### config.mk
export PLATFORM = sky130hd
export DESIGN_NAME = input_sync_bank
export DESIGN_NICKNAME = d
export VERILOG_FILES = /design/src/rtl/input_sync_bank.sv
export SDC_FILE = /design/constraint.sdc
export NUM_CORES = 1
export LEC_CHECK = 0
export ABC_AREA = 1
export BUFFER_PORTS_ARGS = -buffer_cell sky130_fd_sc_hd__buf_2
export CORE_UTILIZATION = 45
export CTS_CLUSTER_DIAMETER = 50
export DETAILED_ROUTE_END_ITERATION = 6
export SETUP_SLACK_MARGIN = 0.3
export SKIP_CTS_REPAIR_TIMING = 1
export SLEW_MARGIN = 20
export SYNTH_ARGS = -nofsm -noshare
export SYNTH_HDL_FRONTEND = slang
export SYNTH_SLANG_ARGS = --single-unit
### constraint.sdc
create_clock -name clk -period 1.6 [get_ports clk]
set_input_delay 0.08 -clock clk [delete_from_list [all_inputs] [get_ports clk]]
set_output_delay 0.08 -clock clk [all_outputs]
set_load 0.01 [all_outputs]
### src/rtl/input_sync_bank.sv
// input_sync_bank: per-channel synchroniser, debouncer and edge-pulse generator
// with optional re-trigger holdoff and combinational pulse summary outputs.
module input_sync_bank #(
   parameter int unsigned N               = 4,
   parameter int unsigned SYNC_STAGES     = 2,
   parameter int unsigned DEBOUNCE_CYCLES = 4,
   parameter int unsigned HOLDOFF_CYCLES  = 0,
   parameter int unsigned EDGE_MODE       = 0,
   parameter logic        IDLE_LEVEL      = 1'b1,
   localparam int unsigned IW             = (N > 1) ? $clog2(N) : 1
) (
   input  logic          clk,
   input  logic          rst,
   input  logic [N-1:0]  async_in,
   output logic [N-1:0]  level_s,
   output logic [N-1:0]  pulse,
   output logic          any_pulse,
   output logic          multi_pulse,
   output logic [IW-1:0] pulse_idx
);

   localparam int unsigned CW = $clog2(DEBOUNCE_CYCLES + 1);
   localparam int unsigned HW = (HOLDOFF_CYCLES > 0) ? $clog2(HOLDOFF_CYCLES + 1) : 1;
   localparam logic [CW-1:0] CNT_LAST  = CW'(DEBOUNCE_CYCLES - 1);
   localparam logic [HW-1:0] HOLD_LOAD = HW'(HOLDOFF_CYCLES);

   logic [SYNC_STAGES-1:0] sync_r  [N];
   logic [CW-1:0]          cnt     [N];
   logic [HW-1:0]          holdoff [N];
   logic [N-1:0]           sync_q;
   logic [N-1:0]           lvl;
   logic [N-1:0]           edge_ok_c;
   logic [N-1:0]           accept_c;
   logic [N-1:0]           fire_c;
   logic                   seen_c;

   // Last synchroniser stage is the only view of the input the debouncer uses
   always_comb begin
      sync_q = '0;
      for (int i = 0; i < int'(N); i++) begin
         sync_q[i] = sync_r[i][SYNC_STAGES-1];
      end
   end

   // Which newly accepted levels count as an event for the configured edge mode
   assign edge_ok_c = (EDGE_MODE == 0) ? ~sync_q :
                      (EDGE_MODE == 1) ?  sync_q : {N{1'b1}};

   // Acceptance on the edge where the counter would reach DEBOUNCE_CYCLES; pulse only outside holdoff
   always_comb begin
      accept_c = '0;
      fire_c   = '0;
      for (int i = 0; i < int'(N); i++) begin
         accept_c[i] = (sync_q[i] != lvl[i]) && (cnt[i] == CNT_LAST);
         fire_c[i]   = accept_c[i] && edge_ok_c[i] && (holdoff[i] == '0);
      end
   end

   // Synchroniser chains, shifting the raw input in at stage 0
   always_ff @(posedge clk) begin
      for (int i = 0; i < int'(N); i++) begin
         if (rst) begin
            sync_r[i] <= {SYNC_STAGES{IDLE_LEVEL}};
         end else begin
            sync_r[i] <= {sync_r[i][SYNC_STAGES-2:0], async_in[i]};
         end
      end
   end

   // Debounce counters and accepted levels; counter never passes CNT_LAST so it cannot wrap
   always_ff @(posedge clk) begin
      if (rst) begin
         lvl <= {N{IDLE_LEVEL}};
         for (int i = 0; i < int'(N); i++) begin
            cnt[i] <= '0;
         end
      end else begin
         for (int i = 0; i < int'(N); i++) begin
            if (sync_q[i] == lvl[i]) begin
               cnt[i] <= '0;
            end else if (accept_c[i]) begin
               cnt[i] <= '0;
               lvl[i] <= sync_q[i];
            end else begin
               cnt[i] <= cnt[i] + CW'(1);
            end
         end
      end
   end

   // Registered pulses and holdoff lockout; holdoff only reloads when a pulse is actually emitted
   always_ff @(posedge clk) begin
      if (rst) begin
         pulse <= '0;
         for (int i = 0; i < int'(N); i++) begin
            holdoff[i] <= '0;
         end
      end else begin
         pulse <= fire_c;
         for (int i = 0; i < int'(N); i++) begin
            if (fire_c[i]) begin
               holdoff[i] <= HOLD_LOAD;
            end else if (holdoff[i] != '0) begin
               holdoff[i] <= holdoff[i] - HW'(1);
            end
         end
      end
   end

   assign level_s   = lvl;
   assign any_pulse = |pulse;

   // Lowest active pulse index and two-or-more detection from the registered pulse vector
   always_comb begin
      seen_c      = 1'b0;
      multi_pulse = 1'b0;
      pulse_idx   = '0;
      for (int i = 0; i < int'(N); i++) begin
         if (pulse[i]) begin
            if (seen_c) begin
               multi_pulse = 1'b1;
            end else begin
               pulse_idx = IW'(i);
            end
            seen_c = 1'b1;
         end
      end
   end

endmodule

-- Word-level counts from Yosys, hierarchy flattened
Memory sizes are Yosys's and may differ from the RTL's.
Cells that the tools add are included.
- bits in writable memories: 24
- output and inout port bits: 12
- latch bits: 0
- bits in registers: 8
- ROM bits: 0
- memories: 3
- bits of input ports: 6
- logic and storage cells: 192
- memories (name ; depth ; width ; read ports ; clocked after memory_dff ; wr ports ; line ; text):
    cnt ; 4 ; 3 ; 4 ; 0 ; 4 ; 28 ; logic [CW-1:0] cnt [N];
    sync_r ; 4 ; 2 ; 4 ; 0 ; 4 ; 27 ; logic [SYNC_STAGES-1:0] sync_r [N];
    holdoff ; 4 ; 1 ; 4 ; 0 ; 4 ; 29 ; logic [HW-1:0] holdoff [N];
- shift-type cells: 0
- equality and inequality tests: 12
- $add $sub $neg: 8
- order comparisons: 0
- div/mod/pow operators: 0
- bitwise gates (word level): 33
- reduce and logical (&&, ||, !) cells: 17
- multiply operators: 0
- multiplexer cells: 114
- operators by type and width (cell ; number):
    2-to-1 mux 1 bit ; 94
    2-to-1 mux 3 bit ; 12
    OR 1 bit ; 24
    2-to-1 mux 2 bit ; 8
    adder 3 x 1 -> 3 bit (second input constant) ; 4
    equality test 3 x 2 -> 1 bit (second input constant) ; 4
    logical AND 1 bit ; 12
    NOT 1 bit ; 8
    AND reduction 2 bit ; 4
    equality test 1 bit ; 4
    != test 1 bit ; 4
    NOT 4 bit ; 1
    OR reduction 4 bit ; 1
    subtractor 1 bit (second input constant) ; 4

-- Longest topological paths before layout
An unclocked memory read counts as a cell.
- word-level depth: 10
- mapped depth: 5
- mapped depth without buffers: 5

-- Least setup slack after synthesis
OpenSTA, ideal clock, no wires.
- path type: flip-flop to flip-flop
- start point: memory cnt[2][0] (netlist bit)
- end point: memory holdoff[2] (netlist bit) (enable)
- data arrival time: 0.978 ns
- stages on the path, launching flop included: 5
- clock period less this slack: 1.228 ns
- setup time: 0.250 ns
- data required time: 1.350 ns
- slack: 0.372 ns
- path buffers: 0
- cell sequence: edfxtp_1 -> ha_1 -> ha_1 -> nand3_1 -> nand3_1
- RTL lines (element ; line):
    from (decl) ; 28
    to (decl) ; 29

==> results.txt <==
Crit path from: cnt[0][0]$_SDFFCE_PN0P_
Clock Tree Buf Depth: 2
Initial core utilization: 0.479
Antenna Nets Post-Route: 0
Asr flop ratio synth: 0
Placed Area: 1500 um^2
Setup violators final: 0
# rows: 19
Initial antenna violation count: 0
Tmin final: 1240 ps
CP peak stage delay: 410 ps
Clk_skew: 3.96 ps
Via density: 4.46
Seq pwr share: 0.626
Depth of the CTS H-tree: 2
Fill cell count: 257
Total wire length: 2.15 mm
P&R area growth vs syn: 26.1%
Power share of the clock group: 0.290
Sink Count: 32
Sw Pwr: 0.000335 W
Buf/Inv on CP: 0
Combinational cell fraction of total power: 0.084
First-pass GRT wire length: 3.26 mm
CP Data Arrival Time: 1430 ps
Cell Chain, Critical Path: ha_2 -> ha_4 -> nor2_2 -> nand3_2 -> nor2_1
Gr ovfl total: 0
Placed cell count: 198
Count of state elements after synthesis: 32
Failing checks: DRC
Die Wd: 56.7 um
Total negative slack: 0 ps
Clock latency at the later pin of the worst-skew pair: 330 ps
DIE AREA: 3210 um^2
PnR Total Power: 0.00146 W
Design area: 1700 um^2
DRT Pass-1 Iters: 6
DRC viols: 4
Seq/Total Area, Yosys: 0.595
Switching share of power: 0.230
Commonest cells after routing, fill and taps aside: inv_1 (24), nand2_1 (20), nor2_1 (17), buf_2 (17)
Io pins: 18
Worst setup EP type: flop
Yosys warns: 0
Maximum clock rate: 809 MHz
Reg-to-Reg Start: cnt[0][0]$_SDFFCE_PN0P_
Wire per inst: 10.2 um
Clk pin slew, worst setup/hold paths: 90 ps
Worst-case vdd ir drop: 0.000498 V
Ratio of cells with drive above 1 in the final layout: 0.227
Final Hold Vio Count: 0
Root Buffer: clkbuf_4
Worst hold path type: in2reg
Nets: 194
Port buffer count: 17
Commonest non-fill, non-tap cell in the layout: inv_1
Syn_area_per_cell: 9.75 um^2
Int Power: 0.00112 W
Cell Area, Synth: 1350 um^2
Yosys cell types: 17
CP Class: reg2reg
Post-synth EDFFs: 16
Lkg Pwr: 0.804 nW
Iter 0 DRT Violations: 29
Worst setup SP type: flop
RD Place Congestion: 0.716
Slowest cell on crit path: edfxtp_1
Die Ht: 56.7 um
Post-route non-filler standard cell count: 212
Vias in the first global route: 840
Vias: 946
CTS tree: built
R2R setup slack: 360 ps
Pwr/cell area: 858 nW/um^2
Core area: 2810 um^2
Max_cap viols: 0
Max Slew Vio Count: 0
All-Layer GR Usage: 0.144
Hold_sp: rst
Largest net degree at the start of global routing: 15
Unrepaired setup endpoints after global routing: no
Outcome: finished, violations left
Post-synth top flop: edfxtp_1
HPWL Detailed: 1.31 mm
Antenna Cells: 0
TritonCTS buffer count: 5
Critical Path RT: 1790 ps
Worst-path fanout max: 4
Fin crit share: 0.773
Syn Inst Count: 138
Top delay family on crit path: flip-flops
## Yosys cell counts (all sizes together) (3+ instances only)
library cell  number  area share
nor2              22       0.067
o211ai             3       0.017
inv               24       0.067
or2                8       0.037
nand2             20       0.056
edfxtp            16        0.36
dfxtp             16        0.24
ha                 8       0.074
nand3             12       0.048
## worst min-delay path, stage by stage
cell     delay [ps]
buf_2           280
a21oi_1          60
o21ai_0          60
## power by group through the flow
stage	combinational (W)	sequential, W	clock (W)
final	0.000122	0.000912	0.000422
after global placement	0.0000858	0.000929	0
after floorplan	0.0000690	0.000929	0
after CTS	0.0000899	0.000911	0.000444
after detailed placement	0.0000887	0.000930	0
after global routing	0.000143	0.000916	0.000476
## kinds of logic after synthesis
group | after synthesis | synth area share
compound gates | 7 | 0.0316
fa+ha+maj | 8 | 0.0744
buf+inv | 26 | 0.0809
flops | 32 | 0.595
other cells | 2 | 0.00558
simple gates | 63 | 0.212
## per-stage QoR
| step | setup slack (ps) | util | hold WS (ps) |
|---|---|---|---|
| 2_1_floorplan | 372 | - | 177 |
| 3_3_place_gp | 341 | 0.536 | 255 |
| 3_5_place_dp | 293 | 0.536 | 259 |
| 4_1_cts | 258 | 0.553 | -100 |
| 5_1_grt | 269 | 0.605 | 234 |
| 6_report | 364 | 0.605 | 183 |
## flip-flops by register name, summed over array words and instances (netlist names)
register  cells
cnt          12
level_s       4
holdoff       4
pulse         4
sync_r        8
## final cells by class
cell class,count,area (um^2),share of cell area
Timing Repair Buffer,23,140,0.0826
Clock buffer,7,45.0,0.0265
Inverter,24,90.1,0.0531
Tap cell,31,38.8,0.0229
Clock inverter,1,3.75,0.00221
Sequential cell,32,801,0.472
Multi-Input combinational cell,94,578,0.341
## layer usage
layer,track usage,part of all wire,up-vias
met2,0.221,0.50,27
li1,-,-,503
met1,0.148,0.42,410
met5,0,0,-
met4,0.154,0.026,0
met3,0.0484,0.055,6
## final timing paths
check                                  to  cells after the start
hold reg to reg   sync_r[2][1]$_SDFF_PP1_                      1
setup reg to reg  cnt[0][2]$_SDFFCE_PN0P_                      5
setup / recovery  cnt[0][2]$_SDFFCE_PN0P_                      5
hold / removal    level_s[3]$_SDFFE_PP1N_                      3
Note: power is estimated with default switching activity, not from simulation.
